**src/rtl/micro_pkg.sv**
```systemverilog
// Shared constants and types for the micro sequencer.
// Opcodes, control-word bit positions and FSM state encoding.
package micro_pkg;

  localparam int MS_W = 3;
  localparam int CW_W = 17;
  localparam int MAX_STEP = 4;

  localparam logic [3:0] OP_NOP = 4'd0;
  localparam logic [3:0] OP_LDA = 4'd1;
  localparam logic [3:0] OP_ADD = 4'd2;
  localparam logic [3:0] OP_SUB = 4'd3;
  localparam logic [3:0] OP_STA = 4'd4;
  localparam logic [3:0] OP_LDI = 4'd5;
  localparam logic [3:0] OP_JMP = 4'd6;
  localparam logic [3:0] OP_JC  = 4'd7;
  localparam logic [3:0] OP_JZ  = 4'd8;
  localparam logic [3:0] OP_OUT = 4'd14;
  localparam logic [3:0] OP_HLT = 4'd15;

  localparam int HLT_B = 16;
  localparam int WE_B  = 15;
  localparam int OE_B  = 14;
  localparam int MI_B  = 13;
  localparam int AI_B  = 12;
  localparam int BI_B  = 11;
  localparam int AO_B  = 10;
  localparam int BO_B  = 9;
  localparam int EO_B  = 8;
  localparam int SUB_B = 7;
  localparam int OI_B  = 6;
  localparam int CE_B  = 5;
  localparam int J_B   = 4;
  localparam int CO_B  = 3;
  localparam int II_B  = 2;
  localparam int IO_B  = 1;
  localparam int FI_B  = 0;

  typedef enum logic [1:0] {
    IDLE = 2'd0,
    EXEC = 2'd1,
    HALT = 2'd2
  } state_t;

  typedef struct packed {
    logic [CW_W-1:0] signals;
    logic            last;
  } rom_out_t;

  function automatic logic [CW_W-1:0] sb(input int b);
    return CW_W'(1) << b;
  endfunction

endpackage

```
**src/rtl/micro_rom.sv**
```systemverilog
// Microcode table: control word and final-step flag
// for each (opcode, step, flags) combination.
module micro_rom
  import micro_pkg::*;
(
  input  logic [3:0]      opcode,
  input  logic [MS_W-1:0] micro,
  input  logic            FZ,
  input  logic            FC,
  output rom_out_t        rom
);

  always_comb begin
    rom.signals = '0;
    rom.last    = 1'b0;
    case (micro)
      MS_W'(0): rom.signals = sb(CO_B) | sb(MI_B);
      MS_W'(1): rom.signals = sb(OE_B) | sb(II_B) | sb(CE_B);
      MS_W'(2): begin
        case (opcode)
          OP_LDA, OP_ADD, OP_SUB, OP_STA:
            rom.signals = sb(IO_B) | sb(MI_B);
          OP_LDI: begin
            rom.signals = sb(IO_B) | sb(AI_B);
            rom.last    = 1'b1;
          end
          OP_JMP: begin
            rom.signals = sb(IO_B) | sb(J_B);
            rom.last    = 1'b1;
          end
          OP_JC: begin
            if (FC) rom.signals = sb(IO_B) | sb(J_B);
            rom.last = 1'b1;
          end
          OP_JZ: begin
            if (FZ) rom.signals = sb(IO_B) | sb(J_B);
            rom.last = 1'b1;
          end
          OP_OUT: begin
            rom.signals = sb(AO_B) | sb(OI_B);
            rom.last    = 1'b1;
          end
          OP_HLT: begin
            rom.signals = sb(HLT_B);
            rom.last    = 1'b1;
          end
          // NOP, undefined, and untaken branches end on a blank T2
          default: rom.last = 1'b1;
        endcase
      end
      MS_W'(3): begin
        case (opcode)
          OP_LDA: begin
            rom.signals = sb(OE_B) | sb(AI_B);
            rom.last    = 1'b1;
          end
          OP_ADD, OP_SUB:
            rom.signals = sb(OE_B) | sb(BI_B);
          OP_STA: begin
            rom.signals = sb(AO_B) | sb(WE_B);
            rom.last    = 1'b1;
          end
          default: rom.last = 1'b1;
        endcase
      end
      MS_W'(MAX_STEP): begin
        rom.last = 1'b1;
        case (opcode)
          OP_ADD:
            rom.signals = sb(EO_B) | sb(AI_B) | sb(FI_B);
          OP_SUB:
            rom.signals = sb(EO_B) | sb(AI_B)
                        | sb(FI_B) | sb(SUB_B);
          default: rom.signals = '0;
        endcase
      end
      default: rom.last = 1'b1;
    endcase
  end

endmodule

```
**src/rtl/micro_sequencer.sv**
```systemverilog
// Run/step/halt FSM and micro-step counter driving
// the datapath control word from micro_rom.
module micro_sequencer #(
  parameter int STEP_W = 3,
  parameter int SIG_W  = 17
) (
  input  logic              clk,
  input  logic              rst,
  input  logic              run,
  input  logic              step_req,
  input  logic [3:0]        opcode,
  input  logic              FZ,
  input  logic              FC,
  output logic [SIG_W-1:0]  signals,
  output logic [STEP_W-1:0] micro,
  output logic [1:0]        state_o,
  output logic              instr_done,
  output logic              halted
);
  import micro_pkg::*;

  state_t   state;
  rom_out_t rom;

  micro_rom u_rom (
    .opcode (opcode),
    .micro  (MS_W'(micro)),
    .FZ     (FZ),
    .FC     (FC),
    .rom    (rom)
  );

  always_ff @(posedge clk) begin
    if (rst) begin
      state <= IDLE;
      micro <= '0;
    end else begin
      case (state)
        IDLE: begin
          micro <= '0;
          if (run || step_req) state <= EXEC;
        end
        EXEC: begin
          if (rom.last) begin
            micro <= '0;
            if (opcode == OP_HLT) state <= HALT;
            else if (!run)        state <= IDLE;
          end else begin
            micro <= micro + STEP_W'(1);
          end
        end
        HALT: micro <= '0;
        default: begin
          state <= IDLE;
          micro <= '0;
        end
      endcase
    end
  end

  always_comb begin
    signals    = '0;
    instr_done = 1'b0;
    if (!rst) begin
      case (state)
        EXEC: begin
          signals    = SIG_W'(rom.signals);
          instr_done = rom.last;
        end
        HALT:    signals = SIG_W'(sb(HLT_B));
        default: signals = '0;
      endcase
    end
  end

  assign state_o = state;
  assign halted  = (state == HALT);

endmodule

```
**config.mk**
```make
export PLATFORM = sky130hd
export DESIGN_NAME = micro_sequencer
export DESIGN_NICKNAME = d
export VERILOG_FILES = /design/src/rtl/micro_pkg.sv /design/src/rtl/micro_rom.sv /design/src/rtl/micro_sequencer.sv
export SDC_FILE = /design/constraint.sdc
export NUM_CORES = 1
export LEC_CHECK = 0
export CAP_MARGIN = 20
export CELL_PAD_IN_SITES_DETAIL_PLACEMENT = 1
export CELL_PAD_IN_SITES_GLOBAL_PLACEMENT = 1
export CORE_ASPECT_RATIO = 0.7
export CORE_MARGIN = 5
export CORE_UTILIZATION = 25
export CTS_BUF_LIST = sky130_fd_sc_hd__clkbuf_4 sky130_fd_sc_hd__clkbuf_8
export DETAILED_ROUTE_END_ITERATION = 10
export PLACE_DENSITY_LB_ADDON = 0.1
export SLEW_MARGIN = 10
export SYNTH_ARGS = -nofsm -noshare
export SYNTH_HDL_FRONTEND = slang
export SYNTH_SLANG_ARGS = --single-unit
```
**constraint.sdc**
```tcl
create_clock -name clk -period 1.8 [get_ports clk]
set_clock_uncertainty 0.15 [all_clocks]
set_input_delay 0.36 -clock clk [delete_from_list [all_inputs] [get_ports clk]]
set_output_delay 0.36 -clock clk [all_outputs]
set_load 0.01 [all_outputs]
```
==> results.md <==
Worst hold path:
- The tightest min-delay check is of the flip-flop to flip-flop type.
- For hold timing, the worst endpoint is micro[0]$_SDFF_PP0_.
- The startpoint identified for the worst hold timing path is micro[0]$_SDFF_PP0_.
- The worst hold path was traced through 2 stages.

Timing:
- The upper clock frequency limit is 427 MHz.
- The final number of max-transition violations came to 0.
- The post-layout minimum cycle time is 2.34 ns.
- The number of failing setup endpoints in the final timing report is 19.
- The hold violation total from the final report came to 0.
- In the finished design, the share of the clock period the worst path needs comes to 130%.
- The worst hold margin is 0.467 ns.
- Setup repair after global routing could not meet its margin everywhere.
- The worst path setup slack after routing is -0.543 ns.

GRT:
- The global-route usage over all layers is 20.6%.
- The number of global-route vias before repair is 1153.
- Global routing finished with a remaining overflow of 0.
- The number of antenna violations at the first check in global routing is 0.
- Entering global routing, the biggest net connects 8 pins.
- The global-route wire length before repair is 6.07 mm.

Die:
- The chip height is 54.1 µm.
- Once the floorplan was initialized, standard cells occupied 25.5% of the core.
- The total die area is 0.00395 mm².
- The core region area is 0.00272 mm².
- The I/O pin count is 34.
- In this run the core area contains 16 standard-cell rows.
- The die is 73.0 µm wide.

Yosys:
- The synthesized cell area is 694 µm².
- Synthesis inferred 5 register bits.
- The mean area per synthesized cell is 7.39 µm².
- After synthesis, the share of flip-flops with an asynchronous set or reset is 0%.
- Yosys mapped a number of flops with a built-in enable equal to 0.
- The Yosys step of the flow raised 0 warnings.
- The number of nets produced by synthesis is 112.
- The netlist uses 36 different library cells.
- The most used flip-flop cell after synthesis is sky130_fd_sc_hd__dfxtp_1.
- Counting every instance in the synthesized netlist gives 94.
- The share of the Yosys chip area taken by registers is 14.4%.

Worst setup path:
- The path length in cells of the critical path is 8.
- The worst endpoint required time is 1.29 ns.
- The cell seen most often among critical-path stages is sky130_fd_sc_hd__buf_6.
- The cell at the slowest stage of the critical path is sky130_fd_sc_hd__dfxtp_4.
- The endpoint identified for the worst register-to-register timing path is state_o[0]$_SDFFE_PP0P_.
- Counting cells, the worst reg-to-reg path comes to 7.
- Together, buffers and inverters on the worst path number 3.
- The peak per-stage delay on the critical path is 0.38 ns.
- The signal on the critical path passes through buf_6 > ha_4 > ha_4 > buf_6 > mux2i_1 > nor4_1 > a31o_2 > buf_6.
- The reg-to-reg critical path startpoint is state_o[1]$_SDFFE_PP0P_.
- The maximum net fanout on the critical path is 4.
- The worst path arrival time is 1.83 ns.
- The kind of capture point of the worst setup path is an output pin.
- The path type of the worst setup path is flip-flop to output pin.
- The family of cells with the greatest summed delay on the critical path is flip-flops.
- The type of origin of the critical path is a flip-flop.
- The worst reg-to-reg setup slack is -0.05 ns.

Power and ir drop:
- Sequential cells burn 15.1% of the power.
- Cell internal power was estimated by the tool at 0.731 mW.
- Dividing total power by cell area gives a power density of 614 mW/mm².
- The switching portion of total power is 38.6%.
- The power spent charging and discharging nets is 0.460 mW.
- The clock network accounts for 20.2% of the total power.
- The share of total power dissipated in combinational logic is 64.7%.
- In this run the static leakage power is 0.865 nW.
- The worst-case IR drop observed on VDD is 0.621 mV.

Clocking:
- After clock tree synthesis, the clock-pin slew on the worst setup and hold paths is 0.05 ns.
- The TritonCTS clock tree is built.
- The clock net in this run drives a total of 5 sinks.
- The count of hold buffers inserted by post-cts repair is 0.
- TritonCTS created 3 clock buffers.
- The number of H-tree branching levels is 1.
- The clock passes through at most 2 buffers.
- The clock tree root driver cell is sky130_fd_sc_hd__clkbuf_8.
- The insertion delay of the later-clocked pin in the worst-skew pair is 0.23 ns.

Cells and area:
- The number of antenna repair diodes is 0.
- The most frequent standard cell in the layout excluding fill and tap cells is sky130_fd_sc_hd__buf_4.
- In the final layout, the share of cells above drive strength 1 is 76.3%.
- The post-layout utilization of the core is 71.2%.
- In the layout the commonest cells are sky130_fd_sc_hd__buf_4, sky130_fd_sc_hd__buf_6, sky130_fd_sc_hd__buf_2, sky130_fd_sc_hd__clkdlybuf4s50_1, sky130_fd_sc_hd__ha_4.
- The net count of the finished layout is 205.
- The layout has 284 filler cells.
- The layout overhead on the synthesized area is 179%.

Placed design:
- The weighted congestion reported at the end of routability-driven placement is 0.859.
- The count of input and output buffers is 32.
- Detailed placement finished with a half-perimeter wire length of 2.25 mm.
- Timing analysis after detailed placement gives a worst setup slack of -0.953 ns.

Detailed routing:
- The first-pass iteration count of the detailed router is 4.
- The final wirelength is 4.61 mm.
- The count of nets left with antenna violations after detail routing is 0.
- The detailed-route via count is 1112.
- In the final routed layout, each cell accounts on average for 20.8 µm.
- The count of routing violations after the opening detailed-route iteration is 56.
- The post-detailed-route via-to-cell ratio is 5.01.
- In the routed design, unresolved DRC markers number 0.

Run status:
- The run finished, with violations left.
- The checks that failed: setup timing.

Run:
- The tool flagged a number of max-cap violations equal to 0.
==> worst max path at each step <==
| stage | start | end | slack, ns |
|---|---|---|---|
| 2_1_floorplan | state_o[1]$_SDFFE_PP0P_ | signals[10] | -0.009 |
| 3_3_place_gp | opcode[1] | signals[0] | -0.91 |
| 3_5_place_dp | opcode[1] | signals[1] | -0.95 |
| 4_1_cts | micro[0]$_SDFF_PP0_ | signals[10] | -0.42 |
| 5_1_grt | micro[1]$_SDFF_PP0_ | signals[12] | -0.66 |
| 6_report | micro[1]$_SDFF_PP0_ | signals[12] | -0.54 |
==> power by group through the flow <==
stage          Combinational [mW]  Sequential [mW]  Clock [mW]
2_1_floorplan               0.244            0.170           0
3_3_place_gp                0.493            0.161           0
3_5_place_dp                0.506            0.162           0
4_1_cts                     0.625            0.177       0.225
5_1_grt                     0.817            0.184       0.252
6_report                    0.770            0.180       0.241
==> repair_timing <==
action                                  in CTS  in global routing
endpoints found under the setup margin      23                 22
pin swaps                                   19                 20
resized for setup                          134                 41
buffers inserted                            12                 17
==> cell usage after synthesis, types with 2 or more instances <==
cell type	instances	share of area (%)
sky130_fd_sc_hd__nor2b_1	3	2.7
sky130_fd_sc_hd__nor3b_1	2	2.2
sky130_fd_sc_hd__nor2_1	6	3.2
sky130_fd_sc_hd__and3_1	2	1.8
sky130_fd_sc_hd__a21oi_1	5	3.6
sky130_fd_sc_hd__nor4_1	2	1.8
sky130_fd_sc_hd__dfxtp_1	5	14
sky130_fd_sc_hd__nor3_1	10	7.2
sky130_fd_sc_hd__inv_1	9	4.9
sky130_fd_sc_hd__nand2_1	7	3.8
sky130_fd_sc_hd__nand3b_1	2	2.2
sky130_fd_sc_hd__mux2i_1	3	4.3
sky130_fd_sc_hd__buf_4	4	4.3
sky130_fd_sc_hd__ha_1	8	14
sky130_fd_sc_hd__nand2b_1	3	2.7
sky130_fd_sc_hd__nand3_1	3	2.2
==> final cells by class <==
class	count	area, µm²	area share (%)
Sequential cell	5	114	5.87
Timing Repair Buffer	94	820	42.3
Tap cell	36	45.0	2.32
Clock buffer	4	48.8	2.52
Inverter	9	41.3	2.13
Multi-Input combinational cell	74	871	44.9
==> routing by layer <==
metal	global-route usage [%]	vias to the layer above	part of all wire [%]
met1	24.9	547	44
met3	1.49	6	2.9
met4	6.13	0	1.2
met2	39.2	35	52
li1	-	524	-
met5	0	-	0
==> cell families (layout without fill, tap and decap cells) <==
group                    after synthesis  count (layout)  share of synthesized area, %
multiplexers                           4               4                          5.95
adder cells (fa/ha/maj)                8               8                          14.4
AO/OA/AOI/OAI                         15              15                          16.4
flip-flops                             5               5                          14.4
other                                  1               1                         0.540
AND/OR/NAND/NOR                       46              46                          36.8
buffers and inverters                 15             107                          11.5
==> metrics by stage <==
stage | setup TNS, ns | cell area [µm²] | instances | total power, mW
floorplan | -0.00941 | 826 | 94 | 0.414
global placement | -15.66 | 1430 | 194 | 0.654
detailed placement | -16.28 | 1430 | 194 | 0.667
CTS | -4.57 | 1700 | 209 | 1.03
global route | -7.31 | 1940 | 222 | 1.25
finish | -6.03 | 1940 | 222 | 1.19
==> worst reg2reg max path, cell delays in order (launching register included) <==
cell                      delay (ns)
sky130_fd_sc_hd__dfxtp_2        0.35
sky130_fd_sc_hd__inv_4          0.05
sky130_fd_sc_hd__ha_4           0.16
sky130_fd_sc_hd__buf_6          0.12
sky130_fd_sc_hd__buf_4          0.15
sky130_fd_sc_hd__a311o_1        0.34
sky130_fd_sc_hd__a41oi_2        0.22
sky130_fd_sc_hd__mux2i_1        0.23
==> registers in the layout, indices dropped and copies added (netlist names) <==
name     cells
micro        3
state_o      2
No activity file was read; power rests on OpenSTA's default activity.
